**src/rtl/alu_share_ctrl_pkg.sv**
```systemverilog
// rtl/alu_share_ctrl_pkg.sv - shared ALU controller types: op codes, command, flags, FSM states
package alu_ctrl_pkg;

  typedef enum logic [2:0] {
    OP_ADD  = 3'd0,
    OP_SUB  = 3'd1,
    OP_AND  = 3'd2,
    OP_OR   = 3'd3,
    OP_XOR  = 3'd4,
    OP_SHL  = 3'd5,
    OP_SHR  = 3'd6,
    OP_PASS = 3'd7
  } alu_op_e;

  typedef struct packed {
    alu_op_e    op;
    logic [3:0] shift;
    logic [7:0] a;
    logic [7:0] b;
  } alu_cmd_t;

  typedef struct packed {
    logic overflow;
    logic carry;
    logic cero;
  } alu_flags_t;

  typedef enum logic [1:0] {
    IDLE = 2'd0,
    EXEC = 2'd1,
    RESP = 2'd2
  } ctrl_state_e;

  localparam int CMD_W = $bits(alu_cmd_t);

endpackage

```
**src/rtl/alu_share_ctrl_rr_arb2.sv**
```systemverilog
// rtl/alu_share_ctrl_rr_arb2.sv - two-way round-robin grant; a tie goes to the requester not granted last
module rr_arb2 (
  input  logic [1:0] valid,
  input  logic       last_grant,
  input  logic       enable,
  output logic [1:0] grant
);

  always_comb begin
    grant = 2'b00;
    if (enable) begin
      case (valid)
        2'b01:   grant = 2'b01;
        2'b10:   grant = 2'b10;
        2'b11:   grant = last_grant ? 2'b01 : 2'b10;
        default: grant = 2'b00;
      endcase
    end
  end

endmodule

```
**src/rtl/alu_share_ctrl.sv**
```systemverilog
// rtl/alu_share_ctrl.sv - shares one external ALU between two requesters, one operation in flight
// Optional sticky flag accumulator enabled by ALU_SHARE_STICKY_EN.
module alu_share_ctrl
  import alu_ctrl_pkg::*;
#(
  parameter int DATA_W  = 8,
  parameter int ALU_LAT = 1
) (
  input  logic               clk,
  input  logic               rst_n,
`ifdef ALU_SHARE_STICKY_EN
  input  logic               sticky_clr,
  output logic [2:0]         sticky_flags,
`endif
  input  logic [1:0]         req_valid,
  output logic [1:0]         req_ready,
  input  logic [2*CMD_W-1:0] req_cmd,
  output logic               rsp_valid,
  input  logic               rsp_ready,
  output logic               rsp_id,
  output logic [DATA_W-1:0]  rsp_y,
  output logic [2:0]         rsp_flags,
  output logic [DATA_W-1:0]  alu_a,
  output logic [DATA_W-1:0]  alu_b,
  output logic [2:0]         alu_s,
  output logic [3:0]         alu_shift,
  input  logic [DATA_W-1:0]  alu_y,
  input  logic               alu_cero,
  input  logic               alu_carry,
  input  logic               alu_overflow
);

  localparam logic [3:0] CNT_INIT = 4'(ALU_LAT - 1);

  ctrl_state_e       state_q, state_d;
  logic [3:0]        cnt_q, cnt_d;
  logic [DATA_W-1:0] alu_a_q, alu_a_d, alu_b_q, alu_b_d;
  logic [DATA_W-1:0] rsp_y_q, rsp_y_d;
  logic [2:0]        alu_s_q, alu_s_d;
  logic [3:0]        alu_shift_q, alu_shift_d;
  logic              rsp_id_q, rsp_id_d;
  logic              last_grant_q, last_grant_d;
  alu_flags_t        rsp_flags_q, rsp_flags_d;
  alu_flags_t        alu_flags;
  alu_cmd_t          cmd_sel;
  logic [1:0]        grant, accept;
  logic              arb_en, capture;

  // Gating by rst_n keeps req_ready at 0 while reset is held.
  assign arb_en = rst_n && (state_q == IDLE);

  rr_arb2 u_arb (
    .valid      (req_valid),
    .last_grant (last_grant_q),
    .enable     (arb_en),
    .grant      (grant)
  );

  assign accept    = req_valid & grant;
  assign cmd_sel   = accept[1] ? alu_cmd_t'(req_cmd[2*CMD_W-1:CMD_W]) : alu_cmd_t'(req_cmd[CMD_W-1:0]);
  assign alu_flags = '{overflow: alu_overflow, carry: alu_carry, cero: alu_cero};
  assign capture   = (state_q == EXEC) && (cnt_q == 4'd0);

  always_comb begin
    state_d      = state_q;
    cnt_d        = cnt_q;
    alu_a_d      = alu_a_q;
    alu_b_d      = alu_b_q;
    alu_s_d      = alu_s_q;
    alu_shift_d  = alu_shift_q;
    rsp_id_d     = rsp_id_q;
    last_grant_d = last_grant_q;
    rsp_y_d      = rsp_y_q;
    rsp_flags_d  = rsp_flags_q;
    case (state_q)
      IDLE: begin
        if (accept != 2'b00) begin
          alu_a_d      = DATA_W'(cmd_sel.a);
          alu_b_d      = DATA_W'(cmd_sel.b);
          alu_s_d      = cmd_sel.op;
          alu_shift_d  = cmd_sel.shift;
          rsp_id_d     = accept[1];
          last_grant_d = accept[1];
          cnt_d        = CNT_INIT;
          state_d      = EXEC;
        end
      end
      EXEC: begin
        if (capture) begin
          rsp_y_d     = alu_y;
          rsp_flags_d = alu_flags;
          state_d     = RESP;
        end else begin
          cnt_d = cnt_q - 4'd1;
        end
      end
      RESP: begin
        if (rsp_ready) state_d = IDLE;
      end
      default: state_d = IDLE;
    endcase
  end

  always_ff @(posedge clk) begin
    if (!rst_n) begin
      state_q      <= IDLE;
      cnt_q        <= '0;
      alu_a_q      <= '0;
      alu_b_q      <= '0;
      alu_s_q      <= '0;
      alu_shift_q  <= '0;
      rsp_id_q     <= 1'b0;
      last_grant_q <= 1'b1;
      rsp_y_q      <= '0;
      rsp_flags_q  <= '0;
    end else begin
      state_q      <= state_d;
      cnt_q        <= cnt_d;
      alu_a_q      <= alu_a_d;
      alu_b_q      <= alu_b_d;
      alu_s_q      <= alu_s_d;
      alu_shift_q  <= alu_shift_d;
      rsp_id_q     <= rsp_id_d;
      last_grant_q <= last_grant_d;
      rsp_y_q      <= rsp_y_d;
      rsp_flags_q  <= rsp_flags_d;
    end
  end

`ifdef ALU_SHARE_STICKY_EN
  logic [2:0] sticky_q, sticky_d;

  // Clear first, then OR in: a same-cycle clear and capture leaves just the new flags.
  always_comb begin
    sticky_d = sticky_clr ? 3'b000 : sticky_q;
    if (capture) sticky_d = sticky_d | alu_flags;
  end

  always_ff @(posedge clk) begin
    if (!rst_n) sticky_q <= 3'b000;
    else        sticky_q <= sticky_d;
  end

  assign sticky_flags = sticky_q;
`endif

  assign req_ready = grant;
  assign rsp_valid = (state_q == RESP);
  assign rsp_id    = rsp_id_q;
  assign rsp_y     = rsp_y_q;
  assign rsp_flags = rsp_flags_q;
  assign alu_a     = alu_a_q;
  assign alu_b     = alu_b_q;
  assign alu_s     = alu_s_q;
  assign alu_shift = alu_shift_q;

endmodule

```
**config.mk**
```make
export PLATFORM = sky130hd
export DESIGN_NAME = alu_share_ctrl
export DESIGN_NICKNAME = d
export VERILOG_FILES = /design/src/rtl/alu_share_ctrl_pkg.sv /design/src/rtl/alu_share_ctrl_rr_arb2.sv /design/src/rtl/alu_share_ctrl.sv
export SDC_FILE = /design/constraint.sdc
export NUM_CORES = 1
export LEC_CHECK = 0
export CORE_MARGIN = 5
export CORE_UTILIZATION = 41
export CTS_BUF_LIST = sky130_fd_sc_hd__clkbuf_8
export DETAILED_ROUTE_END_ITERATION = 12
export PLACE_DENSITY = 0.81
export SYNTH_ARGS = -nofsm -noshare
export SYNTH_HDL_FRONTEND = slang
export SYNTH_SLANG_ARGS = --single-unit
```
**constraint.sdc**
```tcl
create_clock -name clk -period 1.7 [get_ports clk]
set_input_delay 0.17 -clock clk [delete_from_list [all_inputs] [get_ports clk]]
set_output_delay 0.17 -clock clk [all_outputs]
set_load 0.03 [all_outputs]
```
Yosys cells after proc, flatten, opt, wreduce, memory -nomap -nowiden:

Cells that the tools add are included.

* register bits: 42
* output and inout bits: 38
* word-level logic and storage cells: 44

* add/sub/neg operators: 1
* reduce and logical (&&, ||, !) cells: 10
* muxes and demuxes: 11
* equal/unequal tests: 9
* bitwise operators: 1

Operators with widths (count)
* 23-bit 2-to-1 mux: 1
* 2-bit case mux with 3 select lines: 2
* 2-bit 2-to-1 mux: 5
* 4-bit 2-to-1 mux: 2
* 4-bit case mux with 2 select lines: 1
* 2-bit == test, second input constant: 3
* 3-bit AND reduction: 2
* 2-bit by 1-bit == test with 1-bit output, second input constant: 2
* 4-bit logical NOT: 1
* 2-bit by 1-bit != test with 1-bit output, second input constant: 2
* 2-bit != test, second input constant: 2
* 2-bit AND reduction: 2
* 2-bit nonzero test: 2
* 4-bit by 1-bit subtractor with 4-bit output, second input constant: 1
* 2-bit bitwise AND: 1
* 1-bit logical AND: 2
* 2-bit logical NOT: 1

Depth between registers and ports, before layout:

Gate-level depths: netlist (run 1).

* word-level depth: 7
* mapped depth: 6
* gate-level depth less buffers: 5

By module:

From an unflattened synthesis (run 1), not the netlist that was laid out.

* cell total of the unflattened synthesis: 238
* area, all modules: 1956.9 µm²

By module, submodules not included
* alu_share_ctrl: instances 1, cells an instance 233, sequential area each 840.8 µm², area an instance 1935.6 µm²
* rr_arb2: instances 1, cells an instance 5, sequential area each 0.0 µm², area an instance 21.3 µm²

Worst setup path before layout (run 1):

OpenSTA, ideal clock, no wires.

* path type: register -> register
* start point: register cnt_q[0]
* end point: register rsp_flags_q, in the netlist rsp_flags[0]
* arrival: 1.298 ns
* path slack: 0.269 ns
* required time: 1.568 ns
* stages on the path, launching flop included: 7
* library setup time: 0.132 ns
* buffers on the path: 1
* path through: dfxtp_1 > inv_1 > ha_1 > or3b_1 > clkbuf_1 > o21ai_1 > a21oi_1

* cells in the longest elaborated chain, start to end: 3

Ends and longest elaborated chain
* from (decl): RTL line alu_share_ctrl.sv:36 `logic [3:0] cnt_q, cnt_d;`
* from (signal assigned): RTL line alu_share_ctrl.sv:118 `cnt_q <= cnt_d;`
* 4-bit logical NOT: RTL line alu_share_ctrl.sv:62 `assign capture = (state_q == EXEC) && (cnt_q == 4'd0);`
* 1-bit logical AND: RTL line alu_share_ctrl.sv:62
* 2-bit AND reduction (no source line)
* to (signal assigned): RTL line alu_share_ctrl.sv:126 `rsp_flags_q <= rsp_flags_d;`
* to (decl): RTL line alu_share_ctrl.sv:43 `alu_flags_t rsp_flags_q, rsp_flags_d;`

No other way between the ends.
A chain may end at the register's enable or synchronous reset.

Final worst setup path (run 1):

* start point: register state_q[1]
* end point: output port req_ready[1]

* cells in the longest elaborated chain, start to end: 3

Ends and longest elaborated chain
* from (decl): RTL line alu_share_ctrl.sv:35 `ctrl_state_e state_q, state_d;`
* from (signal assigned): RTL line alu_share_ctrl.sv:117 `state_q <= state_d;`
* 2-bit logical NOT: RTL line alu_share_ctrl.sv:50 `assign arb_en = rst_n && (state_q == IDLE);`
* 1-bit logical AND: RTL line alu_share_ctrl.sv:50
* 2-bit 2-to-1 mux: RTL line alu_share_ctrl_rr_arb2.sv:11 `if (enable) begin`
* to (decl): RTL line alu_share_ctrl.sv:16 `output logic [1:0] req_ready,`

No other way between the ends.

==> impl_metrics.csv, run 1 <==
group,metric,value,unit
power,internal_power,0.00178,W
cts,cts.reportedPaths.clkPinSlew,0.08,ns
synthesis,ys_ff_latch,42,
layout,fill_cells,388,
synthesis,syn_inst,233,
sta,setup_tns,0,ns
layout,multiInputGateArea,992,µm²
outcome,run_status,"finished, final reports clean",
place,io_buffers,99,
synthesis,synthesis.area,0.00201,mm²
power,switchingPower,0.000787,W
cts,cts_made_buffers,5,
synthesis,syn-num-nets,296,
floorplanning,die_area,0.00641,mm²
job,drv_cap,0,
hold_path,min_path_cells,3,
synthesis,seq_area_frac_synth,0.418,
sta,setup_violations,0,
sta,tightest_slew,0.448,ns
floorplanning,initial_core_util,0.423,
floorplanning,die_h,80.1,µm
hold_path,min_to,"rsp_y[4]",
power,ir_drop,445,µV
critical_path,start_kind,"flop",
sta,fin_worst_skew,0.00675,ns
synthesis,yosys_warnings,0,
critical_path,critPathCaptureType,"output port",
sta,maxSlewViolCount,0,
layout,drive_above_1_share,0.116,
sta,min_period_over_period,0.964,
floorplanning,io_pins,100,
critical_path,r2r.worst_path.cells,5,
synthesis,ys_types,35,
drt,wl,6380,µm
power,p_clk_frac,0.258,
floorplanning,core_region_area,0.00475,mm²
floorplanning,rows,25,
power,p_leak,1.15,nW
critical_path,r2r-start,"cnt_q[0]",
cts,tritoncts,"built",
power,power_frac_comb,0.314,
power,power_density,785,mW/mm²
cts,h-tree-depth,2,
cts,cts_sinks,42,
synthesis,synthArstFlopShare,0,
sta,worst_slack,0.0614,ns
synthesis,synth.avg_cell_area,8.63,µm²
drt,ant_nets,0,
layout,layout_common_cells,"clkdlybuf4s50_1 (96), dfxtp_1 (40), a21oi_1 (36)",
hold_path,holdCritStartpoint,"alu_y[4]",
synthesis,synth_ff_type,"dfxtp_1",
layout,final_common_cell,"clkdlybuf4s50_1",
critical_path,crit_fanout,6,
hold_path,hold_class,"input pin to flop",
drt,post_drt_wl_per_cell,15.8,µm
power,seqPwrFrac,0.428,
power,total_power,0.00257,W
place,dpl_cell_area,0.00316,mm²
power,sw_frac_of_total,0.306,
layout,antenna_cells,0,
layout,regArea,846,µm²
grt,antenna_found_initial,0,
sta,finalHoldViolations,0,
drt,drc_errors,0,
critical_path,rrSetupSlack,0.09,ns
layout,fin_area,0.00327,mm²
layout,layout.nets,398,
grt,grt_max_degree,35,
layout,areaGrowthSynthToFinish,62.7,%
sta,maxSlewHeadroom,0.701,
synthesis,synth_edf_count,0,
drt,vias,2224,
drt,first_iter_violations,128,
critical_path,cp_data_required_time,1.53,ns
layout,fin_util,0.688,
grt,grt_pass1_vias,2168,
place,place_congestion,0.733,
cts,clk_latency,0.29,ns
floorplanning,fp.dieW,80.1,µm
place,pre_cts_slack,-0.0641,ns
drt,vias_per_cell,5.52,
place,dp_hpwl,4530,µm
critical_path,r2r_end,"rsp_y[1]",
critical_path,critical_path_arrival,1.47,ns
sta,max_freq,610,MHz
sta,period_minus_slack,1.64,ns
grt,grt_first_pass_wirelength,10200,µm
cts,clockRootBuffer,"clkbuf_8",
cts,cts_max_path_buffers,2,
cts,cts_hold_buffers,0,
critical_path,worstSetupPathType,"flop to output port",
grt,track_usage,0.200,
grt,grt_overflow,0,
drt,dr.pass1.iters,4,
-- cell families after synthesis --
kind of cell	count (synthesis)	share of synthesized area
AO/OA/AOI/OAI	104	0.320
adder cells (fa/ha/maj)	1	0.00622
buffers and inverters	31	0.0945
flip-flops	42	0.418
AND/OR/NAND/NOR	55	0.161
-- registers in the layout, indices dropped and copies added, names as in the netlist --
| name | cells |
|---|---|
| rsp_id | 1 |
| last_grant_q | 1 |
| rsp_y | 8 |
| alu_a | 8 |
| alu_b | 8 |
| cnt_q | 4 |
| state_q | 2 |
| alu_s | 3 |
| rsp_flags | 3 |
| alu_shift | 4 |
-- power groups by stage --
stage | combinational (W) | clock [W] | sequential [W]
finish | 0.000806 | 0.000663 | 0.00110
global route | 0.000857 | 0.000714 | 0.00111
CTS | 0.000804 | 0.000669 | 0.00110
detailed placement | 0.000799 | 0 | 0.00112
global placement | 0.000788 | 0 | 0.00112
floorplan | 0.000286 | 0 | 0.00125
-- final cells by class --
type | count | share of cell area
Multi-Input combinational cell | 160 | 0.303
Tap cell | 67 | 0.0256
Timing Repair Buffer | 120 | 0.378
Inverter | 6 | 0.00688
Clock buffer | 6 | 0.0252
Clock inverter | 2 | 0.00268
Sequential cell | 42 | 0.258
-- how the worst max path moves through the flow --
stage | slack (ns) | depth (start not counted) | from | endpoint
2_1_floorplan | 0.27 | 6 | cnt_q[0] | rsp_flags[0]
3_3_place_gp | 0.02 | 6 | rst_n | alu_s[2]
3_5_place_dp | -0.06 | 6 | rst_n | alu_shift[0]
4_1_cts | 0.005 | 4 | state_q[1] | req_ready[1]
5_1_grt | -0.003 | 4 | state_q[1] | req_ready[1]
6_report | 0.06 | 4 | state_q[1] | req_ready[1]
-- timing repair --
item                                    4_1_cts  5_1_grt
endpoints found under the setup margin        2        2
pin swaps                                     0        1
resized for setup                             5        2
buffers inserted                              0        1
hold endpoints to repair                      0        0
-- routing by layer --
layer	global-route usage	wire [µm]
met4	0.0861	172
met2	0.336	3170
met5	0	0
met1	0.248	2580
met3	0.0381	447
-- through the flow --
step           hold WS [ns]  instances
4_1_cts               0.428        402
3_3_place_gp          0.463        394
5_1_grt               0.441        403
2_1_floorplan         0.292        233
3_5_place_dp          0.468        394
6_report              0.428        403
-- Yosys cell counts, drive strengths merged, types with 2 or more instances --
cell / n / area (µm²)
nand2b: 2 / 12.5
o21ai: 36 / 180
or4: 2 / 15.0
nand2: 2 / 7.51
nor3b: 2 / 25.0
or3b: 2 / 17.5
nor2b: 2 / 12.5
nor2: 4 / 33.8
clkbuf: 10 / 37.5
buf: 15 / 130
nand3: 35 / 175
a21oi: 36 / 180
a311oi: 23 / 201
o31ai: 2 / 15.0
dfxtp: 42 / 841
inv: 6 / 22.5
-- worst max-delay path, stage by stage, from the launching register on --
cell     delay, ns
dfxtp_4       0.38
or3b_1        0.39
buf_6         0.16
nor2_4        0.11
buf_6         0.14
(Power assumes the default switching activity.)
==> run 2, diff against run 1 <==
--- a/config.mk
+++ b/config.mk
@@ -10,6 +10,7 @@
 export CTS_BUF_LIST = sky130_fd_sc_hd__clkbuf_8
 export DETAILED_ROUTE_END_ITERATION = 12
 export PLACE_DENSITY = 0.81
+export SKIP_LAST_GASP = 1
 export SYNTH_ARGS = -nofsm -noshare
 export SYNTH_HDL_FRONTEND = slang
 export SYNTH_SLANG_ARGS = --single-unit
==> results of run 2 <==
The final DEF is identical to that of run 1; final timing and power are the same.
==> run 3, diff against run 2 <==
--- a/config.mk
+++ b/config.mk
@@ -10,6 +10,7 @@
 export CTS_BUF_LIST = sky130_fd_sc_hd__clkbuf_8
 export DETAILED_ROUTE_END_ITERATION = 12
 export PLACE_DENSITY = 0.81
+export SETUP_SLACK_MARGIN = 0.15
 export SKIP_LAST_GASP = 1
 export SYNTH_ARGS = -nofsm -noshare
 export SYNTH_HDL_FRONTEND = slang
==> run 3 against run 2 <==
Against the previous run: global-route usage rose by 0.42 points; total power rose by 4.3%; wire length rose by 15%; clock skew fell by 0.00066 ns; first-iteration DRC count rose by 76%; die area did not move; maximum frequency rose by 0.81%; critical path depth rose by 2; sequential power barely moved; combinational power rose by 13%; sequential share of layout area fell by 1.7 points; register-to-register slack got worse by 0.02 ns; largest power group unchanged.
==> impl_metrics.csv, run 3 (synthesis results as in run 1) <==
group,metric,value,unit
outcome,run_status,"finished, final reports clean",
layout,fin_area,0.00352,mm²
sta,fin_worst_skew,0.00609,ns
drt,first_iter_violations,225,
drt,vias,2351,
place,dp.cells,394,
sta,hold_ws,0.427,ns
grt,grt_first_pass_wirelength,10400,µm
floorplanning,io_pins,100,
layout,multiInputGateArea,0.00110,mm²
critical_path,critPathCaptureType,"flop",
grt,grt_pass1_vias,2215,
place,dp_hpwl,4530,µm
floorplanning,initial_core_util,0.423,
drt,dr.pass1.iters,4,
layout,regArea,848,µm²
floorplanning,rows,25,
floorplanning,core_region_area,0.00475,mm²
sta,finalHoldViolations,0,
sta,setup_violations,0,
layout,layout.nets,407,
place,dpl_cell_area,0.00316,mm²
drt,post_drt_wl_per_cell,17.7,µm
layout,areaGrowthSynthToFinish,75.0,%
cts,cts_made_buffers,5,
sta,setup_tns,0,ns
cts,tritoncts,"built",
sta,maxSlewViolCount,0,
critical_path,cp_data_required_time,1.88,ns
cts,cts_sinks,42,
drt,wl,7310,µm
critical_path,crit_fanout,6,
floorplanning,fp.dieW,80.1,µm
power,ir_drop,459,µV
drt,ant_nets,0,
sta,tightest_slew,0.428,ns
sta,max_freq,615,MHz
critical_path,worstSetupPathType,"flop to flop",
drt,drc_errors,0,
sta,min_period_over_period,0.956,
critical_path,critical_path_arrival,1.80,ns
critical_path,start_kind,"flop",
power,p_leak,1.27,nW
job,drv_cap,0,
place,place_congestion,0.733,
layout,antenna_cells,0,
cts,cts.reportedPaths.clkPinSlew,0.08,ns
layout,fill_cells,333,
layout,final_common_cell,"clkdlybuf4s50_1",
cts,cts_max_path_buffers,2,
cts,clk_latency,0.30,ns
sta,maxSlewHeadroom,0.712,
layout,layout_common_cells,"clkdlybuf4s50_1 (94), dfxtp_1 (40), a21oi_1 (35)",
floorplanning,die_h,80.1,µm
grt,grt_overflow,0,
cts,h-tree-depth,2,
sta,period_minus_slack,1.63,ns
hold_path,hold_class,"input pin to flop",
layout,final_cells,412,
power,power_density,761,mW/mm²
layout,drive_above_1_share,0.212,
drt,vias_per_cell,5.71,
grt,track_usage,0.204,
cts,clockRootBuffer,"clkbuf_8",
place,io_buffers,99,
sta,rsz0062_at_grt,"yes",
floorplanning,die_area,0.00641,mm²
grt,antenna_found_initial,0,
grt,grt_max_degree,35,
-- run 3: cell count changes in the layout (fill, tap and decap cells not counted), sizes merged --
cell,previous run,this run
dlygate4sd2,1,0
clkbuf,6,10
buf,23,29
clkdlybuf4s50,96,94
dlymetal6s2s,0,2
-- run 3: path summary, 6_finish.rpt --
path | startpoint | to | slack (ns) | cells past startpoint
max | state_q[1] | alu_shift[3] | 0.07 | 6
min | alu_y[4] | rsp_y[4] | 0.43 | 3
max reg2reg | state_q[1] | alu_shift[3] | 0.07 | 6
min reg2reg | rsp_y[0] | rsp_y[0] | 0.48 | 2
-- run 3: through the flow --
step           worst slack [ns]  power (W)   util
2_1_floorplan             0.269    0.00154      -
3_3_place_gp             0.0214    0.00191  0.664
3_5_place_dp            -0.0641    0.00192  0.664
4_1_cts                   0.120    0.00259  0.697
5_1_grt                  0.0150    0.00278  0.741
6_report                 0.0746    0.00268  0.741
-- run 3: what timing repair did --
action                     CTS  global route
pin swaps                    1             1
gates cloned                 0             3
resized for setup           11            31
setup endpoints to repair    6            43
buffers inserted             5             2
hold buffers                 0             0
-- run 3: power breakdown --
part	leakage [nW]	total (W)	switching (W)	internal, W
clock network	0.0524	0.000669	0.000347	0.000322
logic	0.872	0.000913	0.000456	0.000457
registers	0.346	0.00110	0.0000414	0.00106
-- run 3: layout make-up --
cell class                      count  share of cell area
Clock buffer                        6              0.0235
Clock inverter                      2             0.00249
Inverter                            6             0.00640
Multi-Input combinational cell    160               0.314
Sequential cell                    42               0.241
Tap cell                           67              0.0238
Timing Repair Buffer              129               0.389
-- run 3: routing by layer --
layer,vias to the layer above,global-route usage,share of wire
li1,1106,-,-
met1,1107,0.243,0.38
met3,32,0.0392,0.075
met4,0,0.0929,0.047
met5,-,0,0
met2,106,0.353,0.50
-- run 3: worst max-delay path, stage by stage, from the launching register on --
cell,delay (ns)
dfxtp_4,0.35
or3b_4,0.39
buf_6,0.13
buf_4,0.18
clkbuf_16,0.17
o21ai_1,0.17
a311oi_1,0.11
==> variant 1: new RTL, flow settings as in run 3 <==
Build with the macro `ALU_SHARE_STICKY_EN` defined.
--- a/src/rtl/alu_share_ctrl.sv
+++ b/src/rtl/alu_share_ctrl.sv
@@ -1,4 +1,6 @@
 // rtl/alu_share_ctrl.sv - shares one external ALU between two requesters, one operation in flight
 // Optional sticky flag accumulator enabled by ALU_SHARE_STICKY_EN.
+`define ALU_SHARE_STICKY_EN
+
 module alu_share_ctrl
   import alu_ctrl_pkg::*;
Ports: changed (added sticky_clr and sticky_flags); port bits go from 100 to 104. The function was not compared with the original's and may differ.
==> variant 1 against run 3 <==
Wire length is 5.2% higher. Critical path type is now reg -> out. Area after synthesis is 3.5% higher. Worst setup slack better by 63 ps. Sequential share of layout area is 1.1 points higher. Total power is 22% higher. Largest cell class unchanged. Cell area is 2.1% higher. Hold slack better by 4.0 ps. Register-to-register slack better by 80 ps. Critical endpoint is now req_ready[0]. Sequential cell count is 3 higher. Clock skew is 6.3 ps higher. Sequential power is 9% higher. Largest power group unchanged.
==> variant 1: results (changes against run 3) <==
The run gives 0.4327 (was 0.4179) as the sequential fraction of the synthesis area. The flow ran to the end, and the final reports show no timing, DRC or antenna violations. The worst setup path startpoint is state_q[0] (was state_q[1]).

Count of antenna diodes in the layout: 0 (unchanged). The master of the slowest instance on the critical path was dfxtp_4 (was or3b_4). The routed via count divided by cell count works out to 5.757 (was 5.706). The insertion delay to the later sink of the worst-skew pair was 300 ps (about the same). Dominant cells by area after synthesis: dfxtp_1 43%, a311oi_1 9.7%, a21oi_1 9.6% (was dfxtp_1 42%, a311oi_1 10%, a21oi_1 9.0%). For the global-route total usage across every layer, the log shows 0.2092 (was 0.2041). The number of nets in the final layout came out at 422 (was 407).

The logs give 47 (was 35) for the maximum number of pins on one net before global-route repair and 0 (unchanged) for the number of pins with negative max-slew slack in the final report. The overall via count from detail_route was 2464 (was 2351). Number of DRC markers after the initial detailed-route iteration: 217 (was 225). The share of post-route cells with drive strength above 1 was 0.1648 (was 0.2116); the static power due to leakage was 1.335 nW (was 1.271 nW). Commonest cells post-synth: 45 x dfxtp_1, 40 x a21oi_1, 36 x nand3_1 (was 42 x dfxtp_1, 36 x a21oi_1, 35 x nand3_1). The transition at the pin with the smallest max-transition slack works out to 534.6 ps (was 428.4 ps). The tools report the number of global-route vias before repair as 2265 (was 2215).

The largest fanout on the critical path was 5 (was 6); the CTS buffer count was 5 (unchanged). The final setup skew was 12.41 ps (was 6.087 ps); the global-route wire length before repair was 10910 µm (was 10430 µm). The number of port buffers was 103 (was 99); the routed length per instance was 17.96 µm (was 17.75 µm). The largest stage delay on the critical path came out at 360 ps (was 390 ps). The cell total after placement is 410 (was 394).

The run gives 397 (was 333) as the number of fillers in the final layout. The cell count after synthesis is 245 (was 233), and the final weighted congestion in routability-driven placement is 0.8145 (was 0.7333). Post-synth net total: 310 (was 296). The tools report the worst hold path startpoint as alu_y[5] (was alu_y[4]). For the count of different cell masters after synthesis, the log shows 34 (was 35).

The tools report the worst flop-to-flop path startpoint as cnt_q[0] (was state_q[1]). The data arrival time at the worst-slack endpoint was 1390 ps (was 1800 ps). The tools report the detailed placer's ending HPWL as 4978 µm (was 4533 µm).
## variant 1: critical path, delay by kind of cell, from the launching register on
kind | cells | cell delay [ps]
buffers and inverters | 3 | 310
flip-flops | 1 | 360
AND/OR/NAND/NOR | 2 | 420
## variant 1: repair_timing
item / 4_1_cts / 5_1_grt
gates resized for setup: 7 / 20
endpoints found under the setup margin: 6 / 39
buffers inserted: 1 / 5
gates cloned: 0 / 4
pin swaps: 3 / 14
## variant 1: area by class of cell
cell class | count | area, µm² | area share
multi-input combinational | 168 | 1087 | 0.3026
clock buffer | 5 | 68.82 | 0.01915
tap | 70 | 87.58 | 0.02437
sequential | 45 | 905.9 | 0.2521
inverter | 6 | 22.52 | 0.006267
clock inverter | 3 | 65.06 | 0.01811
timing repair buffer | 131 | 1356 | 0.3774
## variant 1: per-stage QoR
stage	area [µm²]	setup WS, ps	hold slack, ps	util
2_1_floorplan	2085	195.7	315.7	-
3_3_place_gp	3259	-20.22	458.6	0.6506
3_5_place_dp	3259	-114.6	465.7	0.6506
4_1_cts	3420	155.1	431.8	0.6826
5_1_grt	3593	69.11	441.1	0.7173
6_report	3593	137.2	430.5	0.7173
## variant 1: routing by layer
metal,vias to the layer above,GRT usage,share of wire
met5,-,0,0
met4,0,0.09797,0.029
met3,20,0.03326,0.065
met2,109,0.3583,0.53
met1,1183,0.2544,0.37
li1,1152,-,-
## variant 1: cell families (layout without fill, tap and decap cells)
family / Yosys count / count (layout) / share of synthesized area
multiplexers: 1 / 1 / 0.004808
AND/OR/NAND/NOR: 57 / 57 / 0.1568
flip-flops: 45 / 45 / 0.4327
adder cells (fa/ha/maj): 2 / 2 / 0.01202
buffers and inverters: 32 / 145 / 0.07512
AO/OA/AOI/OAI: 108 / 108 / 0.3185
## variant 1: path summary, 6_finish.rpt
| path | to | slack (ps) | cells after the start |
|---|---|---|---|
| worst min register to register | sticky_flags[2] | 480 | 2 |
| worst max-delay path | req_ready[0] | 140 | 5 |
| worst min-delay path | rsp_y[5] | 430 | 3 |
| worst max register to register | cnt_q[3] | 150 | 5 |
## variant 1: power by group
part           internal [W]  switching, W
sequential          0.00115     0.0000534
combinational      0.000530      0.000575
clock              0.000584      0.000370
==> variant 2: new RTL, config.mk and constraints of run 3 <==
Made on the original files. Encoding of `ctrl_state_e`: now one-hot (3 bits for 3 states).
--- a/src/rtl/alu_share_ctrl_pkg.sv
+++ b/src/rtl/alu_share_ctrl_pkg.sv
@@ -26,8 +26,8 @@
   } alu_flags_t;
 
-  typedef enum logic [1:0] {
-    IDLE = 2'd0,
-    EXEC = 2'd1,
-    RESP = 2'd2
+  typedef enum logic [2:0] {
+    IDLE = 3'b001,
+    EXEC = 3'b010,
+    RESP = 3'b100
   } ctrl_state_e;
 
Function: no difference found for any inputs over 10 cycles, from zero or initial values and one cycle with rst_n low; not proved beyond that.
==> variant 2 against run 3 <==
Wire length down 29%. Core utilization down 4.3 points. Cell area down 13%. Worst setup slack better by 140 ps. Total power down 5.2%. Area after synthesis down 7.4%. Global-route usage down 3.7 points. Sequential cell count up 1. Hold slack worse by 19 ps. Via count down 19%. Die area down 6.5%. Critical path type unchanged. Largest cell class unchanged. Largest power group unchanged. Highest routed layer unchanged.
==> variant 2: results (changes against run 3) <==
The root buffer cell is clkbuf_8 (unchanged). The cell count after synthesis was 219 (was 233); the static power due to leakage was 1.287 nW (was 1.271 nW). The leading cell type by number of instances after synthesis is nand2_1 (was dfxtp_1). Number of nets in the final layout: 387 (was 407). The adder and majority gate portion of the synthesized area was 0.006716 (was 0.006219); the post-CTS setup repair buffer count was 0 (was 5). Routed via count divided by cell count: 5.074 (was 5.706). The compound-cell area share of the yosys netlist was 0.1713 (was 0.3203).

The worst hold path startpoint is rst_n (was alu_y[4]). The detailed placer's ending HPWL was 3954 µm (was 4533 µm). The run gives 1660 ps (was 1800 ps) as the data arrival time at the worst-slack endpoint.

Dominant cells by area after synthesis: dfxtp_1 46%, nand2_1 10%, a31oi_1 7.7% (was dfxtp_1 42%, a311oi_1 10%, a21oi_1 9.0%). The post-synth net total was 282 (was 296); the largest fanout on the critical path was 8 (was 6). The synthesized-area fraction occupied by xor and xnor cells came out at 0.004701 (was 0). The clock group total power was 0.000604 W (was 0.000669 W). The routed length per instance is 13.80 µm (was 17.75 µm), and the largest voltage drop on the vdd net is 0.0004860 V (was 0.0004593 V). The count of different cell masters after synthesis is 32 (was 35), and the post-synthesis mux area share is 0.07253 (was 0).

The run finished with clean final reports. The tools report the global-route total usage across every layer as 0.1672 (was 0.2041). The tools report the maximum number of pins on one net before global-route repair as 30 (was 35).

The run gives 0.4621 (was 0.4179) as the sequential fraction of the synthesis area. The final setup skew was 5.924 ps (was 6.087 ps); the transition at the pin with the smallest max-transition slack was 427.0 ps (was 428.4 ps). For the number of gates given a new drive strength after cts, the log shows 2 (was 11).

Commonest cells post-synth: 51 x nand2_1, 43 x dfxtp_1, 26 x o21ai_0 (was 42 x dfxtp_1, 36 x a21oi_1, 35 x nand3_1). The tools report the final weighted congestion in routability-driven placement as 0.7996 (was 0.7333). The cell class contributing the biggest share of worst-path delay was simple AND/OR/NAND/NOR gates (was buffers and inverters). For the cell total after placement, the log shows 369 (was 394). The kind of start point of the critical path is a flip-flop (unchanged). The tools report the overall via count from detail_route as 1913 (was 2351). The number of DRC markers after the initial detailed-route iteration was 69 (was 225). The tools report the number of warnings issued by yosys as 0 (unchanged).

The switching fraction of total power was 0.3035 (was 0.3151); the largest stage delay on the critical path was 420 ps (was 390 ps). The tools report the number of antenna violations at the first check in global routing as 0 (unchanged). The class of the tightest hold or removal check is in -> reg (unchanged). The proportion of synthesized flip-flops having asynchronous set or reset works out to 0 (unchanged). For the global-route wire length before repair, the log shows 8231 µm (was 10430 µm). The share of post-route cells with drive strength above 1 is 0.1169 (was 0.2116).

For the part of the power in registers, the log shows 0.452 (was 0.410). Most used flip-flop cell after synthesis: dfxtp_1 (unchanged).
## variant 2: changes by cell type after synthesis, moves of 15 or more
| cell | before | now |
|---|---|---|
| nand2_1 | 2 | 51 |
| a21oi_1 | 36 | 2 |
| nand3_1 | 35 | 3 |
| o21ai_1 | 31 | 0 |
| a311oi_1 | 23 | 0 |
| a31oi_1 | 0 | 23 |
| o21ai_0 | 5 | 26 |
| nor2_1 | 2 | 17 |
## variant 2: path summary, 6_finish.rpt
path                  endpoint  cells past startpoint  slack, ps
setup / recovery      cnt_q[3]                      4        210
hold / removal    last_grant_q                      3        410
setup reg to reg      cnt_q[3]                      4        210
hold reg to reg         rsp_id                      2        480
## variant 2: cell type report
| cell class | count | area [µm²] |
|---|---|---|
| Fill cell | 373 | 1326 |
| Clock buffer | 5 | 68.82 |
| Sequential cell | 43 | 864.6 |
| Multi-Input combinational cell | 157 | 923.4 |
| Inverter | 5 | 18.77 |
| Timing Repair Buffer | 112 | 1105 |
| Tap cell | 52 | 65.06 |
| Clock inverter | 3 | 12.51 |
## variant 2: routing by layer
metal,share of wire,up-vias,GRT usage
li1,-,967,-
met1,0.38,861,0.1661
met2,0.51,78,0.3165
met3,0.10,7,0.06481
met4,0.014,0,0.05155
met5,0,-,0
## variant 2: stage by stage
| step | worst slack, ps | area (µm²) | util | power (W) |
|---|---|---|---|---|
| floorplan | 280.8 | 1868 | - | 0.001572 |
| global placement | 24.32 | 2948 | 0.6724 | 0.001934 |
| detailed placement | -10.66 | 2948 | 0.6724 | 0.001950 |
| CTS | 165.5 | 3029 | 0.6909 | 0.002556 |
| global route | 125.8 | 3058 | 0.6975 | 0.002673 |
| finish | 213.7 | 3058 | 0.6975 | 0.002540 |
